===== src/rtl/layer_epoch_sequencer.sv =====
`default_nettype none
// ============================================================================
// Module   : layer_epoch_sequencer
// Purpose  : Batch sequencer for one spiking layer. Per sample it fetches,
//            sweeps time, captures the first spike and reports the winner.
// Options  : EARLY_TERMINATE_EN - end the sweep early once inference finds a winner
// Revision : 1.0 - initial release
// ============================================================================
module layer_epoch_sequencer #(
    parameter int NUM_NEURONS = 8,
    parameter int NEURON_W    = 3,
    parameter int TIME_PERIOD = 16,
    parameter int TIME_W      = 5,
    parameter int SAMPLE_W    = 16
) (
    input  logic                   clk,
    input  logic                   rst_l,
    input  logic                   start,
    input  logic [SAMPLE_W-1:0]    num_samples,
    input  logic                   train_mode,
    output logic                   sample_req,
    input  logic                   sample_ack,
    output logic [TIME_W-1:0]      time_val,
    output logic                   training,
    output logic                   layer_clr,
    input  logic [NUM_NEURONS-1:0] neuron_spike,
    output logic                   res_valid,
    input  logic                   res_ready,
    output logic [NEURON_W-1:0]    res_neuron,
    output logic [TIME_W-1:0]      res_time,
    output logic                   res_nospike,
    output logic                   busy,
    output logic                   done,
    output logic [SAMPLE_W-1:0]    sample_idx
);

    localparam logic [2:0] c_s_idle   = 3'd0;
    localparam logic [2:0] c_s_fetch  = 3'd1;
    localparam logic [2:0] c_s_run    = 3'd2;
    localparam logic [2:0] c_s_report = 3'd3;
    localparam logic [2:0] c_s_clear  = 3'd4;

    localparam logic [TIME_W-1:0] c_last_time = TIME_W'(TIME_PERIOD - 1);
    localparam logic [TIME_W-1:0] c_nospike   = TIME_W'(TIME_PERIOD);

    logic [2:0]          r_state;
    logic [2:0]          w_next_state;
    logic [TIME_W-1:0]   r_time;
    logic [SAMPLE_W-1:0] r_num;
    logic [SAMPLE_W-1:0] r_idx;
    logic                r_training;
    logic                r_found;
    logic [NEURON_W-1:0] r_res_neuron;
    logic [TIME_W-1:0]   r_res_time;
    logic                r_res_nospike;
    logic                r_done_zero;

    logic                w_accept;
    logic                w_run_entry;
    logic                w_last_sample;
    logic                w_any_spike;
    logic                w_early;
    logic [NEURON_W-1:0] w_low_idx;

    assign w_accept      = (r_state == c_s_idle) && start && (num_samples != '0);
    assign w_run_entry   = (r_state == c_s_fetch) && sample_ack;
    assign w_last_sample = (r_idx == (r_num - SAMPLE_W'(1)));
    assign w_any_spike   = |neuron_spike;

`ifdef EARLY_TERMINATE_EN
    assign w_early = r_found && !r_training;
`else
    assign w_early = 1'b0;
`endif

    // Descending scan so the lowest set index is the one left standing.
    always_comb begin
        w_low_idx = '0;
        for (int i = NUM_NEURONS - 1; i >= 0; i--) begin
            if (neuron_spike[i]) begin
                w_low_idx = NEURON_W'(i);
            end
        end
    end

    always_ff @(posedge clk or negedge rst_l) begin
        if (!rst_l) begin
            r_state <= c_s_idle;
        end else begin
            r_state <= w_next_state;
        end
    end

    always_comb begin
        w_next_state = r_state;
        case (r_state)
            c_s_idle:   if (w_accept) w_next_state = c_s_fetch;
            c_s_fetch:  if (sample_ack) w_next_state = c_s_run;
            c_s_run:    if ((r_time == c_last_time) || w_early) w_next_state = c_s_report;
            c_s_report: if (res_ready) w_next_state = c_s_clear;
            c_s_clear:  w_next_state = w_last_sample ? c_s_idle : c_s_fetch;
            default:    w_next_state = c_s_idle;
        endcase
    end

    always_comb begin
        sample_req  = (r_state == c_s_fetch);
        res_valid   = (r_state == c_s_report);
        layer_clr   = (r_state == c_s_clear);
        busy        = (r_state != c_s_idle);
        done        = ((r_state == c_s_clear) && w_last_sample) || r_done_zero;
        time_val    = (r_state == c_s_run) ? r_time : '0;
        training    = r_training;
        sample_idx  = r_idx;
        res_neuron  = r_res_neuron;
        res_time    = r_res_time;
        res_nospike = r_res_nospike;
    end

    always_ff @(posedge clk or negedge rst_l) begin
        if (!rst_l) begin
            r_time        <= '0;
            r_num         <= '0;
            r_idx         <= '0;
            r_training    <= 1'b0;
            r_found       <= 1'b0;
            r_res_neuron  <= '0;
            r_res_time    <= '0;
            r_res_nospike <= 1'b0;
            r_done_zero   <= 1'b0;
        end else begin
            r_done_zero <= (r_state == c_s_idle) && start && (num_samples == '0);

            if (w_accept) begin
                r_num      <= num_samples;
                r_training <= train_mode;
                r_idx      <= '0;
            end else if ((r_state == c_s_clear) && !w_last_sample) begin
                r_idx <= r_idx + SAMPLE_W'(1);
            end

            if ((r_state == c_s_run) && (w_next_state == c_s_run)) begin
                r_time <= r_time + TIME_W'(1);
            end else begin
                r_time <= '0;
            end

            // Only the first spiking cycle of a sample is captured.
            if (w_run_entry) begin
                r_found       <= 1'b0;
                r_res_neuron  <= '0;
                r_res_time    <= '0;
                r_res_nospike <= 1'b0;
            end else if ((r_state == c_s_run) && !r_found) begin
                if (w_any_spike) begin
                    r_found      <= 1'b1;
                    r_res_neuron <= w_low_idx;
                    r_res_time   <= r_time;
                end else if (w_next_state == c_s_report) begin
                    r_res_nospike <= 1'b1;
                    r_res_time    <= c_nospike;
                end
            end
        end
    end

endmodule
`default_nettype wire

===== config.mk =====
export PLATFORM = sky130hd
export DESIGN_NAME = layer_epoch_sequencer
export DESIGN_NICKNAME = d
export VERILOG_FILES = /design/src/rtl/layer_epoch_sequencer.sv
export SDC_FILE = /design/constraint.sdc
export NUM_CORES = 1
export LEC_CHECK = 0
export ABC_AREA = 1
export BUFFER_PORTS_ARGS = -buffer_cell sky130_fd_sc_hd__buf_2
export CAP_MARGIN = 10
export CELL_PAD_IN_SITES_DETAIL_PLACEMENT = 1
export CELL_PAD_IN_SITES_GLOBAL_PLACEMENT = 1
export CORE_ASPECT_RATIO = 1.25
export CORE_MARGIN = 3
export CORE_UTILIZATION = 36
export CTS_CLUSTER_SIZE = 12
export DETAILED_ROUTE_END_ITERATION = 12
export PLACE_DENSITY = 0.77
export SKIP_LAST_GASP = 1
export SLEW_MARGIN = 20
export SYNTH_ARGS = -nofsm -noshare
export SYNTH_HDL_FRONTEND = slang
export SYNTH_SLANG_ARGS = --single-unit

===== constraint.sdc =====
create_clock -name clk -period 1.9 [get_ports clk]
set_input_delay 0.095 -clock clk [delete_from_list [all_inputs] [get_ports clk]]
set_output_delay 0.095 -clock clk [all_outputs]
set_load 0.02 [all_outputs]

==> results <==
- The number of nets with antenna violations after routing is 0.
- The final number of setup-violating endpoints is 23.
- The launching element type of the critical path is a register.
- The total negative slack for setup checks is -7040 ps.
- The die is 113 um tall.
- The quantity of I/O buffers inserted on ports is 65.
- The checks that failed: negative setup slack.
- Compared with the post-synthesis result, the final layout area differs by 34.8%.
- The worst hold-check path type is input port to register.
- The worst vdd rail ir drop is around 630 uV.
- The finished cells cover 4420 um^2.
- The initial utilization of the core area, before any placement, comes to between 30 and 40%.
- The largest delay contributor family on the critical path is simple AND/OR/NAND/NOR gates.
- Across all setup checks in the final design, the least slack found is -405 ps.
- The sequential-to-total area share from yosys stat is 39.7%.
- At the worst endpoint, the required time is ~1800 ps.
- The number of hold violations in the final report is 0.
- The total number of nets in the final design is 577.
- In the synthesized netlist, the number of instances is 418.
- The final worst clock skew is 13.6 ps.
- The violation count after the first detailed-route iteration is 77.
- After synthesis, the mean cell area works out to 7.83 um^2.
- The critical path goes through inv_2 > ha_4 > inv_1 > nand2_2 > nand2_1 > nand2_1 > nand2_1 > nor2_2 > nand2_1 > nor2_1 > nand2_1 > nor2_2 > nand3_2 > o21bai_1 > buf_4.
- The H-tree was split into 2 levels.
- The repair_antennas step left the layout with diodes totalling 0.
- For this run the aggregate overflow at the end of global routing stands at 0.
- The post-synth net total is around 450.
- The final period demand of the worst path is roughly 2300 ps.
- The kind of critical path is register to output port.
- The CTS buffer count is 5.
- Using the TritonRoute via totals, the vias-per-cell ratio works out to 5.08.
- The final routed DRC violation total is 0.
- In this run the cell area measured after placement is 4110 um^2.
- The total die area is 10,300 um^2.
- The largest net degree at the start of global routing is 34.
- Data arrives at the worst endpoint at 2210 ps.
- Measured against its own limit, the worst slew margin works out to 62.2%.
- In the final layout, the share of cells above drive strength 1 is about a third.
- TritonCTS built the clock tree.
- The number of rows created at floorplan is 38.
- Setup repair after global routing could not meet its margin everywhere.
- The via count of the first global-routing pass is 3,688.
- The top-level I/O count is 66.
- The highest clock rate is 434 MHz.
- The most numerous cell type found on the critical path is sky130_fd_sc_hd__nand2_1.
- The critical path capture point type is an output port.
- The number of fillers in the final layout is 1,146.
- The clock-pin slew reported for the worst setup and hold paths after clock tree synthesis is 110 ps.
- The final estimated routing congestion in global placement is 0.870.
- The mapped netlist covers 3270 um^2.
- The combined buffer and inverter count along the critical path is 3.
- The actual slew at the worst max-slew pin is 568 ps.
- The core region area is 8750 um^2.
- The analysis attributes to cell leakage a power of 2.23 nW.
- Synthesis instantiated 36 different standard cells from the library.
- The total number of yosys warnings is 0.
- In the final routed layout, each cell accounts on average for 16.7 um.
- The slowest stage of the critical path belongs to the cell sky130_fd_sc_hd__dfrtp_1.
- The final clock period utilization by the worst path is 121%.
- The longest clock path from root to sink contains 2 buffers.
- On the worst path, the slowest cell contributes a delay of between 400 and 500 ps.
- The largest fanout of any net on the critical path is 3.
- The cell area power density is 1120 nW/um^2.
- The final-report max-slew violation count is 0.
- The flow ran to the end, but the final reports show violations.
- The master cell of the clock root buffer is sky130_fd_sc_hd__clkbuf_8.
- The total iterations of the first detailed-routing run is 4.
- The first-pass GRT wire length is 17,800 um.
- The aggregate global-route resource usage is 21.7%.
- The total half-perimeter wirelength after legalization and detailed placement is between 8000 and 9000 um.
- In this run the horizontal extent of the chip is 91.3 um.
- The detailed router placed 3,374 vias in this run.
- The clock drives 52 sinks.
- The total of max-cap violations is 0.
- In this run, synthesis produced a sequential element count of 52.
- The initial antenna violation count was 0.
- For the worst-skew pair, the clock arrives at the later sink with an insertion delay of between 300 and 400 ps.
- The routed design has 11,100 um of wire.
metrics by stage:
stage                     power, mW  utilization [%]  hold slack, ps  std cells  worst slack (ps)
after floorplan                3.03                -            -201        418              11.1
after global placement         3.92             47.0             103        644              -168
after detailed placement       4.03             47.0             122        644              -276
after CTS                      4.87             49.5            1.10        660              -380
after global routing           5.29             50.5            11.9        664              -546
final                          4.95             50.5            6.93        664              -405
final cells by class:
class / instances / area (um^2) / share of cell area, %
clock buffers: 5 / 68.8 / 1.56
repair buffers: 125 / 843 / 19.1
flip-flops and latches: 52 / 1300 / 29.5
clock inverters: 3 / 21.3 / 0.482
inverters: 48 / 188 / 4.25
well taps: 120 / 150 / 3.40
multi-input cells: 311 / 1840 / 41.7
layout by cell type (no fill, tap or decap), drive strengths merged, types with 2 or more instances in the layout:
cell and n:
xnor2 10, nor4 10, o21ai 8, clkbuf 6, a21oi 12, nand2 95, xor2 19, clkinv 2
buf 120, dfrtp 52, dlygate4sd3 4, ha 4, nor3 13, nand3 57, nand4 4, o31ai 3
nor2 58, mux2 9, nand3b 3, inv 48
registers in the layout (all words and copies together) (netlist names), 3 cells and up:
register,cells
sample_idx,16
r_state,3
res_neuron,3
r_num,16
r_time,5
res_time,5
logic make-up (layout without fill, tap and decap cells):
kind of cell	Yosys count	in the layout	synth area share, %
mux	10	10	3.40
compound gates	25	25	4.39
flops	52	52	39.7
buf+inv	55	181	6.95
xor+xnor	30	30	8.44
fa+ha+maj	4	4	1.53
simple gates	242	242	35.5
synth_stat cells, drive strengths merged:
cell | number | area [um^2]
dfrtp | 52 | 1300
xnor2 | 10 | 87.6
o31ai | 3 | 22.5
buf | 5 | 37.5
nand4 | 4 | 31.3
nand3b | 3 | 22.5
nor2 | 58 | 243
nand3 | 57 | 345
xnor3 | 1 | 22.5
a21oi | 12 | 60.1
nor4b | 1 | 8.76
ha | 4 | 50.1
clkinv | 1 | 3.75
mux2i | 1 | 10.0
a32o | 1 | 10.0
nand2 | 95 | 369
o21ai | 8 | 43.8
clkbuf | 2 | 7.51
o21bai | 1 | 7.51
inv | 47 | 179
nor3 | 13 | 75.1
and2 | 1 | 6.26
mux2 | 9 | 101
xor2 | 19 | 166
nor4 | 10 | 62.6
worst register-to-register path: cells and delay by family, from the launching register on:
| kind | cells | cell delay [ps] |
|---|---|---|
| and+or+nand+nor | 13 | 1120 |
| buffers and inverters | 4 | 500 |
| DFF | 1 | 420 |
| adders and majority gates | 1 | 150 |
final timing paths:
kind	startpoint	endpoint	slack, ps	cells past startpoint
setup / recovery	r_num[0]	done	-410	15
hold / removal	res_ready	r_state[2]	7	3
setup reg to reg	r_num[0]	sample_idx[7]	-330	18
hold reg to reg	r_time[0]	r_time[0]	500	1
max in group asynchronous	rst_l	r_time[0]	1030	3
min in group asynchronous	rst_l	sample_idx[9]	290	2
power breakdown:
| part | internal (mW) | total, mW | switching (mW) |
|---|---|---|---|
| Sequential | 1.40 | 1.72 | 0.322 |
| Clock | 0.263 | 0.685 | 0.422 |
| Combinational | 1.10 | 2.55 | 1.45 |
| Total | 2.76 | 4.95 | 2.19 |
per-layer routing:
layer | track usage, % | vias up | wire length (um)
met1 | 22.8 | 1656 | 4090
met4 | 8.45 | 0 | 441
met3 | 3.89 | 34 | 357
li1 | - | 1612 | -
met2 | 42.0 | 72 | 6210
met5 | 0 | - | 0
repair_timing:
item | 4_1_cts | 5_1_grt
endpoints found under the hold margin | 21 | 1
hold buffers | 3 | 1
buffers inserted | 5 | 2
cloned | 0 | 1
gates resized for setup | 17 | 12
setup endpoints to repair | 23 | 30
pin swaps | 8 | 8
No activity file was read; power rests on OpenSTA's default activity.
